`config.mk`:
```
export PLATFORM = sky130hd
export DESIGN_NAME = zone_luma_stats
export DESIGN_NICKNAME = d
export VERILOG_FILES = /design/src/rtl/zone_luma_stats.sv
export SDC_FILE = /design/constraint.sdc
export NUM_CORES = 2
export LEC_CHECK = 0
export ABC_AREA = 1
export CAP_MARGIN = 20
export CORE_MARGIN = 1
export CORE_UTILIZATION = 30
export DETAILED_ROUTE_END_ITERATION = 8
export GPL_ROUTABILITY_DRIVEN = 0
export HOLD_SLACK_MARGIN = 0.15
export PLACE_DENSITY = 0.55
export SLEW_MARGIN = 10
export SYNTH_ARGS = -nofsm -noshare
export SYNTH_HDL_FRONTEND = slang
export SYNTH_SLANG_ARGS = --single-unit
export TNS_END_PERCENT = 5
```
`constraint.sdc`:
```
create_clock -name I_clk -period 10.8 [get_ports I_clk]
set_input_delay 3.24 -clock I_clk [delete_from_list [all_inputs] [get_ports I_clk]]
set_output_delay 3.24 -clock I_clk [all_outputs]
set_load 0.03 [all_outputs]
```
`src/rtl/zone_luma_stats.sv`:
```
// rtl/zone_luma_stats.sv - per-zone luminance peak/average statistics with one write burst per zone row
module zone_luma_stats #(
   parameter int ZONE_COLS   = 16,
   parameter int ZONE_ROWS   = 8,
   parameter int ZONE_W_LOG2 = 6,
   parameter int ZONE_H_LOG2 = 6
) (
   input  logic        I_clk,
   input  logic        I_rst_n,
   input  logic        I_vs,
   input  logic        I_de,
   input  logic [7:0]  I_r,
   input  logic [7:0]  I_g,
   input  logic [7:0]  I_b,
   output logic        O_sdbpflag,
   output logic        O_wr,
   output logic [9:0]  O_wtaddr,
   output logic [15:0] O_wtdina
);
   localparam int CW = (ZONE_COLS > 1) ? $clog2(ZONE_COLS) : 1;
   localparam int SW = ZONE_W_LOG2 + ZONE_H_LOG2 + 8;
   localparam int PW = 16;
   localparam logic [PW-1:0] X_LIMIT = PW'(ZONE_COLS << ZONE_W_LOG2);
   localparam logic [PW-1:0] Y_LIMIT = PW'(ZONE_ROWS << ZONE_H_LOG2);

   typedef enum logic {IDLE, DUMP} state_t;

   logic [7:0]    lum_q;
   logic          de_d_q, de_dd_q, vs_q;
   logic [PW-1:0] x_q, x_d_q, y_q;

   logic [SW-1:0] sum_q       [ZONE_COLS];
   logic [7:0]    peak_q      [ZONE_COLS];
   logic [7:0]    dump_avg_q  [ZONE_COLS];
   logic [7:0]    dump_peak_q [ZONE_COLS];
   logic [9:0]    dump_row_q;

   state_t        state_q;
   logic [CW-1:0] col_q;

   logic [7:0]    max_rg, lum_d;
   logic          vs_rise, line_end, row_end, pix_in_grid;
   logic [CW-1:0] pix_col;
   logic [9:0]    addr_d;

   always_comb begin
      max_rg = (I_r > I_g) ? I_r : I_g;
      lum_d  = (max_rg > I_b) ? max_rg : I_b;
   end

   // Line end is seen one cycle after I_de drops, once the last pixel has been accumulated.
   assign vs_rise     = I_vs & ~vs_q;
   assign line_end    = de_dd_q & ~de_d_q;
   assign row_end     = line_end && (&y_q[ZONE_H_LOG2-1:0]) && (y_q < Y_LIMIT);
   assign pix_in_grid = de_d_q && (x_d_q < X_LIMIT) && (y_q < Y_LIMIT);
   assign pix_col     = x_d_q[ZONE_W_LOG2 +: CW];
   assign addr_d      = 10'(dump_row_q * 10'(ZONE_COLS)) + 10'(col_q);

   always_ff @(posedge I_clk or negedge I_rst_n) begin
      if (!I_rst_n) begin
         lum_q   <= '0;
         de_d_q  <= 1'b0;
         de_dd_q <= 1'b0;
         vs_q    <= 1'b0;
         x_q     <= '0;
         x_d_q   <= '0;
         y_q     <= '0;
      end else begin
         lum_q   <= lum_d;
         de_d_q  <= I_de;
         de_dd_q <= de_d_q;
         vs_q    <= I_vs;
         x_d_q   <= x_q;
         // Position counters saturate so over-long lines or frames never wrap back into the grid.
         if (!I_de)
            x_q <= '0;
         else if (x_q != '1)
            x_q <= x_q + 1'b1;
         if (vs_rise)
            y_q <= '0;
         else if (line_end && (y_q != '1))
            y_q <= y_q + 1'b1;
      end
   end

   always_ff @(posedge I_clk or negedge I_rst_n) begin
      if (!I_rst_n) begin
         for (int i = 0; i < ZONE_COLS; i++) begin
            sum_q[i]       <= '0;
            peak_q[i]      <= '0;
            dump_avg_q[i]  <= '0;
            dump_peak_q[i] <= '0;
         end
         dump_row_q <= '0;
      end else begin
         if (row_end) begin
            for (int i = 0; i < ZONE_COLS; i++) begin
               dump_avg_q[i]  <= sum_q[i][SW-1 -: 8];
               dump_peak_q[i] <= peak_q[i];
            end
            dump_row_q <= 10'(y_q >> ZONE_H_LOG2);
         end
         if (row_end || vs_rise) begin
            for (int i = 0; i < ZONE_COLS; i++) begin
               sum_q[i]  <= '0;
               peak_q[i] <= '0;
            end
         end else if (pix_in_grid) begin
            sum_q[pix_col] <= sum_q[pix_col] + SW'(lum_q);
            if (lum_q > peak_q[pix_col])
               peak_q[pix_col] <= lum_q;
         end
      end
   end

   always_ff @(posedge I_clk or negedge I_rst_n) begin
      if (!I_rst_n) begin
         state_q    <= IDLE;
         col_q      <= '0;
         O_wr       <= 1'b0;
         O_sdbpflag <= 1'b0;
         O_wtaddr   <= '0;
         O_wtdina   <= '0;
      end else begin
         O_wr       <= 1'b0;
         O_sdbpflag <= 1'b0;
         if (state_q == DUMP) begin
            O_wr       <= 1'b1;
            O_sdbpflag <= (addr_d == '0);
            O_wtaddr   <= addr_d;
            O_wtdina   <= {dump_peak_q[col_q], dump_avg_q[col_q]};
            col_q      <= col_q + 1'b1;
            if (col_q == CW'(ZONE_COLS - 1))
               state_q <= IDLE;
         end
         if (row_end) begin
            state_q <= DUMP;
            col_q   <= '0;
         end
      end
   end
endmodule

```
After elaboration in Yosys (flattened, before gate mapping):

Index checks and enable logic that the tools add are counted.

* flip-flop bits (word level): 802
* input bits: 28
* output and inout port bits: 28
* logic and storage cells: 151

* add/subtract/negate cells: 5
* magnitude comparators: 8
* eq/ne operators: 4
* multiplexer cells: 36
* bitwise logic cells: 6
* reduce and logical (&&, ||, !) cells: 14

Operator list (count)
* $mux 320: 2
* $mux 128: 3
* $bwmux 320: 1
* $bwmux 128: 1
* $bmux 8 s4: 3
* $bmux 20 s4: 1
* $demux 20 s4: 1
* $mux 8: 9
* $mux 16: 4
* $mux 20: 3
* $add 16x1->16 const B: 2
* $demux 8 s4: 1
* $ne 16x16->1 const B: 2
* $gt 8x8->1: 3
* $add 20x8->20: 1
* $lt 16x10->1 const B: 1
* $lt 16x11->1 const B: 1
* $add 10x4->10: 1
* $ge 5x5->1 const B: 2
* $logic_not 10->1: 1
* $not 4->5: 2
* $mux 4: 2
* $reduce_bool 2->1: 4
* $logic_and 1x1->1: 6
* other kinds (10): 16

Depth between registers and ports, before layout:

* word-level depth: 9
* mapped depth: 24
* mapped depth without buffers: 20

Least setup slack after synthesis:

No wires, ideal clock.

* path kind: in2reg
* from: in I_g[7]
* to: reg lum_q[5]
* library setup time: 0.136 ns
* arrival: 5.764 ns
* data required time: 10.664 ns
* setup slack: 4.900 ns
* cell stages on the path: 16
* path buffers: 2
* cells stage by stage: inv_1 -> ha_1 -> nand2_1 -> nor2_1 -> nand3_1 -> o21ai_1 -> clkbuf_1 -> o21a_1 -> inv_1 -> ha_1 -> nand2_1 -> nor2_1 -> nand3_1 -> o21ai_1 -> buf_1 -> o21ai_0

* word-level cells in the longest chain between the ends: 4

Ends and longest elaborated chain
* from (decl): line 13 `input logic [7:0] I_g,`
* $gt 8x8->1: line 47 `max_rg = (I_r > I_g) ? I_r : I_g;`
* $mux 8 *: line 47
* $gt 8x8->1: line 48 `lum_d = (max_rg > I_b) ? max_rg : I_b;`
* $mux 8 *: line 48
* named net lum_d[5]: line 41 `logic [7:0] max_rg, lum_d;`
* to (signal assigned): line 69 `lum_q <= lum_d;`
* to (decl): line 28 `logic [7:0] lum_q;`

The timed path passes the listed nets; every way through them passes the cells marked *.
A chain may end at the register's enable or synchronous reset.

Final worst setup path:

* from: reg x_d_q[6]
* to: reg sum_q[256] in the netlist's numbering

* word-level cells in the longest chain between the ends: 8
* elaborated cells between the ends (all ways): 17
* those cells by class: add/sub (1); order compare (3); mux (8); bitwise (1); reduce/logical (4)

Ends and longest elaborated chain
* from (decl): line 30 `logic [PW-1:0] x_q, x_d_q, y_q;`
* from (signal assigned): line 73 `x_d_q <= x_q;`
* $not 4->5 (implied by the code): line 109 `sum_q[pix_col] <= sum_q[pix_col] + SW'(lum_q);`
* $bmux 20 s4 (tied with other cells): line 109
* $mux 20 (implied by the code) / $logic_and 1x1->1 (equally long branches): line 109
* $mux 20 (implied by the code): line 109
* $add 20x8->20 / $demux 20 s4 (equally long branches): line 109
* $bwmux 320: line 109
* $mux 320: line 108 `end else if (pix_in_grid) begin`
* $mux 320: line 103 `if (row_end || vs_rise) begin`
* to (signal, indexed assignment): line 109
* to (decl): line 32 `logic [SW-1:0] sum_q [ZONE_COLS];`

Several ways; a longest one is shown, not always the timed one. The select of a mux whose other input is x is not followed.

==> run summary <==
The total clock buffers created by CTS is 89. The max-slew violation total from the final report came out at 0. The largest net degree at the start of global routing is 155. Yosys attributes the largest share of cell area to sky130_fd_sc_hd__dfrtp_1, sky130_fd_sc_hd__nand2_1, sky130_fd_sc_hd__o21ai_0. The violation count after the first detailed-route iteration came out at 3113. In the routed design, unresolved DRC markers number 0. The top fanout value on the critical path came out at 35. The worst path needs 6.461 ns of the cycle, external delays included.

Each instance of the synthesized netlist takes up on average 8.222 um2. Headroom to the max-slew limit came out at 0.2752. The critical path launch point type is a flop. The H-tree was split into 3 levels. The TritonCTS clock tree is yes. The number of diodes added for antenna fixing came out at 0. The peak ir drop on the vdd network is 0.1166 mV.

The mean number of vias per cell is 5.151. The synthesized netlist contains 46 unique library cells. The setup violation total in the final timing report came out at 0.

The initial antenna violation count came out at 0. The remaining number of nets flagged by the antenna check after routing is 0. Summed over all nets, the switching power comes to 1997 uW. The average routed wire per standard cell came out at 20.28 um.

Summed over all failing endpoints, the final setup total negative slack is 0 ns. The final number of hold-violating endpoints came out at 0. The run finished with clean final reports. The final cycle utilization of the critical path is 0.5982. The full die area came out at 125700 um2.

The number of flip-flops and latches in the synthesized netlist is 796. The vertical die dimension came out at 354.5 um. sky130_fd_sc_hd__nand2_1 is the most common cell in the netlist. Post-CTS timing repair inserted 0 buffers for setup. The endpoint arrival time on the critical path came out at 7.04 ns.

The worst hold path belongs to the class reg -> reg. From synthesis to final layout, the design area changed by 13.39%. After detailed routing, the total wire length is 125.1 mm. The clock slew at the register clock pins of the worst setup and hold paths is 0.06 ns. The cts-stage hold buffer count is 0. Of the total power, registers draw 0.439. The number of synthesis warnings came out at 0.

Once the clock tree was built, the resizer swapped 0 gates to a different size. The horizontal die dimension is 354.5 um. The data required time of the worst path is 11.38 ns. The via count of the first global-routing pass is 30590. The number of maximum-capacitance violations is 0. The cell type of the slowest stage on the worst timing path is sky130_fd_sc_hd__inv_2. 56 I/O pins were placed. Global routing finished with a remaining overflow of 0. The commonest cells after synthesis are sky130_fd_sc_hd__nand2_1, sky130_fd_sc_hd__dfrtp_1, sky130_fd_sc_hd__o21ai_0, sky130_fd_sc_hd__inv_1, sky130_fd_sc_hd__o22ai_1. The total iterations of the first detailed-routing run is 5. The vias after detailed routing is 31790. The most used flip-flop cell after synthesis is sky130_fd_sc_hd__dfrtp_1. The wire length of the first global-routing pass came out at 191.7 mm.

The total power is 6949 uW. After legalization and detailed placement, the total HPWL measured 76.34 mm. The number of port buffers came out at 55. Measured on the finished design, the core utilization comes to 0.3450. Row generation in the floorplan step produced 128 rows.

Summed over all instances, the cell type with the most area after synthesis is sky130_fd_sc_hd__dfrtp_1. Walking the worst path, the cells encountered are inv_2, buf_4, nor2_4, buf_4, inv_2, buf_4, o22ai_1, o21ai_0, nand4_1, ha_1, fa_1, nand3_1, nand3_1, a21oi_1, inv_1, nand3_2, inv_1, nand2_1, nor2_1, nand2_1, nand3_1, nand2_1. The leakage power summed over all cells is 0.01944 uW.

The number of enable flip-flop cells after synthesis came out at 0. The net count reported at finish is 4547. The area share of the largest cell type after synthesis is 0.5344. At the pin with the least slew margin, the transition time is 1.080 ns. In the final layout, the share of cells above drive strength 1 is 0.06554.

STA classifies the critical path endpoint as a flop. The post-synth net total came out at 4599. In this design, the stage delay of the slowest critical-path cell is 0.71 ns. The master cell of the clock root buffer is sky130_fd_sc_hd__clkbuf_16. The core region area came out at 122500 um2. The number of clock sinks seen by CTS is 796. The fraction of the yosys area taken by sequential cells came out at 0.5344.

Setup repair after global routing left no endpoint under its margin. Summing every instance area after synthesis gives 37280 um2. The maximum count of clock buffers along a single path came out at 3. The proportion of power drawn by the clock network is 0.434. The critical path is of the reg -> reg type. The share of synthesized registers carrying an async set or reset came out at 1.000. Based on the critical path, the design can be clocked at up to 154.8 MHz.

The power density normalized to cell area came out at 164.4 nW/um2. The clock latency on the worst-skew pair is 0.68 ns. The initial utilization of the core area, before any placement, comes to 0.3043. The largest clock skew in the final design came out at 0.04041 ns.

Internal power comes to 4952 uW. The final worst hold slack came out at 0.3815 ns. The aggregate global-route resource usage is 0.1966. The switching power share of the total came out at 0.2874. The post-synthesis cell count is 4534.

The combinational cell fraction of total power came out at 0.127.
layout by cell type (no fill, tap or decap), drive strengths merged, types with 32 or more instances in the layout:
| cell type | netlist | routed |
|---|---|---|
| o21ai | 596 | 596 |
| a22o | 56 | 56 |
| ha | 36 | 36 |
| clkinv | 14 | 38 |
| nor2 | 265 | 265 |
| nand2 | 1390 | 1390 |
| o22ai | 273 | 273 |
| clkdlybuf4s50 | 0 | 54 |
| o221ai | 64 | 64 |
| inv | 481 | 485 |
| dfrtp | 796 | 796 |
| nand3 | 130 | 130 |
| clkbuf | 153 | 121 |
| a21oi | 32 | 32 |
| buf | 118 | 74 |
flip-flops by register name, indices dropped and copies added (netlist names), 4 cells and up:
| signal | cells |
|---|---|
| x_d_q | 10 |
| lum_q | 8 |
| y_q | 16 |
| O_wtaddr | 10 |
| dump_row_q | 6 |
| x_q | 16 |
| sum_q | 320 |
| col_q | 4 |
| peak_q | 128 |
| dump_avg_q | 128 |
| dump_peak_q | 128 |
| O_wtdina | 16 |
per-stage QoR:
stage	std cells	area, um2	worst slack (ns)
6_report	6172	42270	4.339
3_5_place_dp	6013	39350	3.855
5_1_grt	6172	42270	3.989
3_3_place_gp	6013	39350	3.780
2_1_floorplan	4534	37280	4.900
4_1_cts	6169	42220	4.405
layer usage:
layer  routed length, um  GRT usage  vias to the layer above
li1                    -          -                    14810
met1               57320     0.2794                    15700
met2               55820     0.3043                     1092
met3                8670    0.03203                      187
met4                3339    0.06284                        0
met5                   0          0                        -
critical path, delay by kind of cell (launching register included):
kind | cells | cell delay, ns
AO/OA/AOI/OAI | 3 | 1.05
adder cells (fa/ha/maj) | 2 | 0.74
buffers and inverters | 7 | 2.29
flip-flops | 1 | 0.64
AND/OR/NAND/NOR | 10 | 1.58
cell type report:
cell class / count / area (um2)
clock buffer: 121 / 2477
tap: 1625 / 2033
clock inverter: 35 / 394.1
sequential: 796 / 19930
timing repair buffer: 128 / 1169
multi-input combinational: 2972 / 14400
fill: 12710 / 80250
inverter: 495 / 1862
power by group through the flow:
| stage | registers (uW) | clock network, uW | logic (uW) |
|---|---|---|---|
| global route | 3050 | 3180 | 955 |
| CTS | 3050 | 3070 | 880 |
| global placement | 3100 | 0 | 877 |
| finish | 3050 | 3020 | 884 |
| floorplan | 3100 | 0 | 493 |
| detailed placement | 3100 | 0 | 876 |
path summary, 6_finish.rpt:
path,slack [ns],to,from,cells after the start
hold / removal,0.38,x_d_q[9]$_DFF_PN0_,x_q[9]$_DFFE_PN0P_,0
min in group asynchronous,2.60,lum_q[3]$_DFF_PN0_,I_rst_n,1
setup / recovery,4.34,sum_q[256]$_DFFE_PN0P_,x_d_q[6]$_DFF_PN0_,22
setup reg to reg,4.34,sum_q[256]$_DFFE_PN0P_,x_d_q[6]$_DFF_PN0_,22
max in group asynchronous,6.20,dump_avg_q[113]$_DFFE_PN0P_,I_rst_n,3
hold reg to reg,0.38,x_d_q[9]$_DFF_PN0_,x_q[9]$_DFFE_PN0P_,0
kinds of logic after synthesis:
group           count (synthesis)  share of synthesized area
compound gates               1092                     0.1730
xor+xnor                       14                   0.003491
fa+ha+maj                      37                    0.01262
buf+inv                       766                    0.08166
flops                         796                     0.5344
simple gates                 1829                     0.1949
Note: power is estimated with default switching activity, not from simulation.
